**config.mk**
```make
export PLATFORM = sky130hd
export DESIGN_NAME = pipe_stage_buf
export DESIGN_NICKNAME = d
export VERILOG_FILES = /design/src/rtl/pipe_stage_buf.sv
export SDC_FILE = /design/constraint.sdc
export NUM_CORES = 1
export LEC_CHECK = 0
export BUFFER_PORTS_ARGS = -buffer_cell sky130_fd_sc_hd__buf_2
export CORE_ASPECT_RATIO = 1.75
export CORE_MARGIN = 4
export CORE_UTILIZATION = 45
export CTS_CLUSTER_SIZE = 25
export DETAILED_ROUTE_END_ITERATION = 6
export PLACE_DENSITY = 0.72
export SETUP_SLACK_MARGIN = 0.02
export SLEW_MARGIN = 20
export SYNTH_ARGS = -nofsm -noshare
export SYNTH_HDL_FRONTEND = slang
export SYNTH_SLANG_ARGS = --single-unit
```
**constraint.sdc**
```tcl
create_clock -name clk_50MHz -period 2.3 [get_ports clk_50MHz]
set_clock_uncertainty 0.2 [all_clocks]
set_input_delay 0.23 -clock clk_50MHz [delete_from_list [all_inputs] [get_ports clk_50MHz]]
set_output_delay 0.23 -clock clk_50MHz [all_outputs]
set_load 0.005 [all_outputs]
```
**src/rtl/pipe_stage_buf.sv**
```systemverilog
// pipe_stage_buf: inter-stage pipeline register with valid/ready handshake.
// Two-entry skid buffer (main + skid register) with a registered in_ready.
// Synchronous flush drops every held entry and injects a NOP bubble.
// Optional feature macro: PIPE_STAGE_PERF_EN adds the saturating stall_cnt port.
module pipe_stage_buf #(
  parameter int DATA_W = 64,
  parameter int CTRL_W = 12,
  parameter logic [CTRL_W-1:0] NOP_CTRL = '0
) (
  input  logic              clk_50MHz,
  input  logic              rst,
  input  logic              flush,
  input  logic              in_valid,
  output logic              in_ready,
  input  logic [CTRL_W-1:0] in_ctrl,
  input  logic [DATA_W-1:0] in_data,
  output logic              out_valid,
  input  logic              out_ready,
  output logic [CTRL_W-1:0] out_ctrl,
  output logic [DATA_W-1:0] out_data,
`ifdef PIPE_STAGE_PERF_EN
  output logic [15:0]       stall_cnt,
`endif
  output logic [1:0]        occupancy
);

  typedef enum logic [1:0] {
    EMPTY = 2'd0,
    ONE   = 2'd1,
    FULL  = 2'd2
  } state_t;

  state_t              state_q, state_d;
  logic                out_valid_q, out_valid_d;
  logic                in_ready_q, in_ready_d;
  logic [CTRL_W-1:0]   main_ctrl_q, main_ctrl_d;
  logic [DATA_W-1:0]   main_data_q, main_data_d;
  logic [CTRL_W-1:0]   skid_ctrl_q, skid_ctrl_d;
  logic [DATA_W-1:0]   skid_data_q, skid_data_d;
  logic                accept;
  logic                pop;

  assign accept = in_valid & in_ready_q;
  assign pop    = out_valid_q & out_ready;

  // Next-state and storage update; flush overrides any accept/pop this cycle.
  always_comb begin
    state_d     = state_q;
    main_ctrl_d = main_ctrl_q;
    main_data_d = main_data_q;
    skid_ctrl_d = skid_ctrl_q;
    skid_data_d = skid_data_q;
    if (flush) begin
      state_d     = EMPTY;
      main_ctrl_d = NOP_CTRL;
      main_data_d = '0;
      skid_ctrl_d = '0;
      skid_data_d = '0;
    end else begin
      case (state_q)
        EMPTY: begin
          if (accept) begin
            state_d     = ONE;
            main_ctrl_d = in_ctrl;
            main_data_d = in_data;
          end
        end
        ONE: begin
          if (accept && pop) begin
            main_ctrl_d = in_ctrl;
            main_data_d = in_data;
          end else if (accept) begin
            state_d     = FULL;
            skid_ctrl_d = in_ctrl;
            skid_data_d = in_data;
          end else if (pop) begin
            // Bubble: never leave a stale control word visible while idle.
            state_d     = EMPTY;
            main_ctrl_d = NOP_CTRL;
          end
        end
        FULL: begin
          // in_ready is low here, so only a pop can move the buffer.
          if (pop) begin
            state_d     = ONE;
            main_ctrl_d = skid_ctrl_q;
            main_data_d = skid_data_q;
          end
        end
        default: begin
          state_d     = EMPTY;
          main_ctrl_d = NOP_CTRL;
          main_data_d = '0;
        end
      endcase
    end
    out_valid_d = (state_d != EMPTY);
    in_ready_d  = (state_d != FULL);
  end

  // State, handshake flags and payload registers; async active-low reset.
  always_ff @(posedge clk_50MHz or negedge rst) begin
    if (!rst) begin
      state_q     <= EMPTY;
      out_valid_q <= 1'b0;
      in_ready_q  <= 1'b1;
      main_ctrl_q <= NOP_CTRL;
      main_data_q <= '0;
      skid_ctrl_q <= '0;
      skid_data_q <= '0;
    end else begin
      state_q     <= state_d;
      out_valid_q <= out_valid_d;
      in_ready_q  <= in_ready_d;
      main_ctrl_q <= main_ctrl_d;
      main_data_q <= main_data_d;
      skid_ctrl_q <= skid_ctrl_d;
      skid_data_q <= skid_data_d;
    end
  end

  assign in_ready  = in_ready_q;
  assign out_valid = out_valid_q;
  assign out_ctrl  = main_ctrl_q;
  assign out_data  = main_data_q;
  assign occupancy = state_q;

`ifdef PIPE_STAGE_PERF_EN
  logic [15:0] stall_cnt_q, stall_cnt_d;

  function automatic logic [15:0] sat_inc16(input logic [15:0] v);
    return (v == 16'hFFFF) ? v : v + 16'd1;
  endfunction

  // Count cycles where upstream offers an entry but the buffer is full.
  always_comb begin
    stall_cnt_d = stall_cnt_q;
    if (in_valid && !in_ready_q) stall_cnt_d = sat_inc16(stall_cnt_q);
  end

  // Counter register; cleared by reset only, flush leaves it alone.
  always_ff @(posedge clk_50MHz or negedge rst) begin
    if (!rst) stall_cnt_q <= '0;
    else      stall_cnt_q <= stall_cnt_d;
  end

  assign stall_cnt = stall_cnt_q;
`endif

endmodule

```
Word-level counts from Yosys, hierarchy flattened
Cells that the tools add are included.
- word-level logic and storage cells: 51
- input bits: 81
- register bits after elaboration: 156
- output and inout port bits: 80
- reduce and logical (&&, ||, !) cells: 8
- muxes and demuxes: 25
- bitwise logic cells: 2
- eq/ne operators: 9
- operators by type and width (cell ; number):
    $mux 64 ; 7
    $pmux 64 s3 ; 1
    $mux 12 ; 9
    $pmux 12 s3 ; 1
    $mux 2 ; 6
    $ne 3x3->1 const B ; 3
    $ne 4x4->1 const B ; 2
    $pmux 2 s3 ; 1
    $reduce_and 3->1 ; 2
    $reduce_bool 2->1 ; 3
    $ne 2x2->1 const B ; 2
    $reduce_and 4->1 ; 1
    $and 1x1->1 ; 2
    $eq 2x1->1 const B ; 1
    $eq 2x2->1 const B ; 1
    $logic_not 2->1 ; 1
    $logic_and 1x1->1 ; 1

Depth between registers and ports, before layout
- depth in word-level cells: 7
- depth in mapped cells: 8
- mapped depth without buffers: 4

Least setup slack after synthesis
OpenSTA, ideal clock, no wires.
- path type: register -> register
- start point: register state_q[1], in the netlist occupancy[1]
- end point: register main_data_q[10], in the netlist out_data[10]
- library setup time: 0.150 ns
- clock period less this slack: 1.936 ns
- path buffers: 4
- data required time: 1.950 ns
- cell stages (with the launch flop): 8
- slack: 0.364 ns
- data arrival time: 1.587 ns
- path through: dfrtp_1 -> buf_6 -> nor2b_1 -> buf_2 -> a221oi_4 -> buf_2 -> buf_4 -> a211oi_2
- cells in the longest elaborated chain, start to end: 3
- elaborated cells on any way between the ends: 9
- classes of those cells: eq/ne: 5; mux: 2; reduce/logical: 2
- ends and longest elaborated chain (item ; RTL line ; source):
    from (decl) ; 33 ; state_t state_q, state_d;
    from (signal assigned) ; 112 ; state_q <= state_d;
    $eq 2x1->1, or another cell as far along ; 60 ; case (state_q)
    $ne 3x3->1 (no line) / $pmux 64 s3 (equally long branches) ; - ;
    $reduce_and 3->1 (no line) / $mux 64 (equally long branches) ; - ;
    to (signal assigned) ; 116 ; main_data_q <= main_data_d;
    to (decl) ; 37 ; logic [DATA_W-1:0] main_data_q, main_data_d;
Parallel ways exist; a longest one is shown, timed or not.
A chain may end at the register's enable or synchronous reset.

Final worst setup path
- start point: register state_q[0], in the netlist occupancy[0]
- end point: register state_q[0], in the netlist occupancy[0]
- cells in the longest elaborated chain, start to end: 5
- elaborated cells on any way between the ends: 10
- classes of those cells: eq/ne: 2; mux: 7; reduce/logical: 1
- ends and longest elaborated chain (item ; RTL line ; source):
    $mux 2 ; 76 ; end else if (pop) begin
    $mux 2 ; 72 ; end else if (accept) begin
    $mux 2 ; 69 ; if (accept && pop) begin
    $pmux 2 s3 * ; 60 ;
    $mux 2 * ; 53 ; if (flush) begin
    via state_d[0] ; 33 ;
The timed path passes the listed nets; every way through them passes the cells marked *.

==> results.ini <==
[die]
initial_utilization_pct=45.93
fp.dieArea_mm2=0.01847
fp.coreArea_mm2=0.01595
fp-row-count=61
die_w_um=104.5
io_pins=161
die_h_um=176.8

[setup_path]
setup.worst_path.start=occupancy[0]
endpoint_kind=flop
r2r_setup_slack_ps=140
cp_slowest_stage_delay_ps=560
critical-path-slowest-cell=dlygate4sd3_1
worstSetupStartpointType=flop
path_max_fanout=40
worstReg2RegEnd=occupancy[0]
cp_data_arrival_time_ps=2310
required_ps=2450
reg2reg_from=occupancy[0]
worstRegToRegCells=5
worst-setup-path-type=reg2reg
path_cells=nor2b_4, buf_6, nand3_1, a31oi_1, dlygate4sd3_1

[global_routing]
grt_pass1_vias=6546
met2_usage_pct=40.59
overflow=0
grt_max_degree=78
grt_pass1_wl_mm=33.35
gr-usage-met3_pct=3.578
antenna_found_initial=0
gr-max-usage-layer=met2
track_usage_pct=22.36
globalRouteMet1Util_pct=25.50

[min_path]
hold_path_class=in2async

[sta]
post-route-period-util_pct=93.84
max_freq_ghz=0.4633
setup-tns-final_ps=0
fin_crit_ps=2158
setup_slack_ps=141.8
rsz0062_at_grt=yes
hold_violations=0
slew_headroom_pct=58.43
setup_violations=0
tightest_slew_ps=623.5
slew_violations=0

[logic_synthesis]
synth_top_area_share_pct=52.94
synth_adder_area_share_pct=0
synth.distinct_cells=24
synth_xor_area_share_pct=0
synth_nets=840
yosysTopAreaCell=dfrtp_1
synthSimpleGateAreaFrac_pct=17.71
netlist_instances=759
yosysSeqAreaShare_pct=53.30
syn_area_mm2=0.007327
synth_compound_area_share_pct=24.04
ys_seq_elements=156
yosys_warnings=0
synthMuxAreaShare_pct=0
syn_area_per_cell_um2=9.654
synth_top_family_by_area=compound AO/OA/AOI/OAI gates
netlist_top_cells_area=dfrtp_1 53%, a21oi_1 9.8%, a211oi_2 9.6%, nand2_1 8.1%, nor2b_1 5.5%

[layout]
post-route-util_pct=61.22
fin_nets=1059
fillers=1318
seq_area_mm2=0.003906
multi_input_area_mm2=0.003090
layout-drive-gt1-share_pct=28.56
n_antenna_cell=0
area_delta_synth_final_pct=33.28

[drt]
wl_mm=20.07
detail_route.vias_per_cell=5.449
drtAntennaViolNets=0
drtIter0Drc=350
via_count=6430
drtPass1Iterations=4
drc=0
wl_per_cell_um=17.01

[power]
ir_worst_vdd_mv=0.4425
p_leak_nw=4.482
power.density_mw_per_mm2=759.7

[cts]
cts_tree=done
cts_max_level=4
root_buffer=clkbuf_16
cts.reportedPaths.clkPinSlew_ps=70
cts.path.max_buffers=2
cts_setup_buffers=0
numCtsBuffers=17
clock-sinks=156
clock_latency_ps=410

[status]
status=completed

[placement]
place.gp.congestion=0.7910
port-buffer-count=160
dp_slack_ps=147.9
dp_hpwl_mm=12.24

[flow_run]
max_cap_violations=0

## metal layers
layer / routed length (um) / share of wire [%]
met5: 0 / 0
met4: 812 / 4.0
met3: 667 / 3.3
met2: 10800 / 54
met1: 7788 / 39
## worst max-delay path by stage
stage	to	slack, ps	cells past startpoint
after detailed placement	out_ctrl[7]	150	4
after global routing	occupancy[0]	1	5
after floorplan	out_data[10]	360	7
final	occupancy[0]	140	5
after global placement	out_ctrl[6]	200	4
after CTS	occupancy[0]	60	5
## report_power, final
group | internal [W] | switching (W)
clock | 0.00155 | 0.00120
sequential | 0.00298 | 0.000147
combinational | 0.000686 | 0.000858
total | 0.00522 | 0.00220
## critical path, delay by kind of cell (launching register included)
kind | cells | cell delay (ps)
buffers and inverters | 2 | 910
flip-flops | 1 | 480
AND/OR/NAND/NOR | 2 | 350
AO/OA/AOI/OAI | 1 | 150
## kinds of logic after synthesis
logic type      Yosys count
simple gates            295
buf+inv                  69
compound gates          239
flops                   156
## state kept, by name, indices dropped and copies added (netlist names)
signal	cells
skid_ctrl_q	12
skid_data_q	64
out_ctrl	12
out_data	64
in_ready	1
out_valid	1
occupancy	2
## cell usage after synthesis (all sizes together)
library cell / count
inv: 1
nand4: 1
a211oi: 64
buf: 33
nand4b: 1
dfrtp: 155
dfstp: 1
a21oi: 144
nor2b: 65
nor2: 65
a221oi: 1
nand4bb: 1
a21o: 2
a31oi: 3
a22o: 24
clkbuf: 35
and4bb: 1
nand2: 158
o21ba: 1
nand3: 3
## layout by cell type, fill, tap and decap left out
cell type and instances:
nand2_1 158, buf_2 158, dfrtp_1 154, a21oi_1 143, dlygate4sd3_1 80, nor2_1 65, nor2b_1 64, a211oi_2 56
a22o_1 24, clkbuf_16 17, buf_4 17, buf_12 10, a211oi_1 8, inv_6 4, nand3_1 3, a31oi_1 3
clkinvlp_4 3, buf_6 3, a21o_1 2, clkinv_4 2, inv_8 2, nor2b_4 1, nand4_1 1, nand4bb_4 1
inv_1 1, o21ba_2 1, a221oi_4 1, nand4b_1 1, a21oi_2 1, and4bb_4 1, clkbuf_8 1, clkbuf_1 1
bufinv_16 1, clkinv_2 1, dfstp_2 1, dfrtp_2 1
## layout make-up
type                            count  area share, %
Clock buffer                       19          4.536
Inverter                            1        0.03844
Tap cell                          189          2.422
Timing Repair Buffer              268          20.00
Multi-Input combinational cell    534          31.65
Clock inverter                     13          1.358
Sequential cell                   156          40.00
## through the flow
stage | std cells | hold WS, ps | total power, W | instance area [um2]
2_1_floorplan | 759 | -265.6 | 0.004037 | 7327
3_3_place_gp | 1068 | 18.52 | 0.004585 | 8382
3_5_place_dp | 1068 | 32.97 | 0.004619 | 8382
4_1_cts | 1180 | 155.1 | 0.007491 | 9758
5_1_grt | 1180 | 190.7 | 0.007796 | 9766
6_report | 1180 | 142.8 | 0.007419 | 9766
## timing repair
| item | CTS | global route |
|---|---|---|
| setup endpoints to repair | 0 | 13 |
| hold buffers | 80 | 0 |
| endpoints found under the hold margin | 175 | 0 |
| gates resized for setup | 0 | 2 |
(Power assumes the default switching activity.)
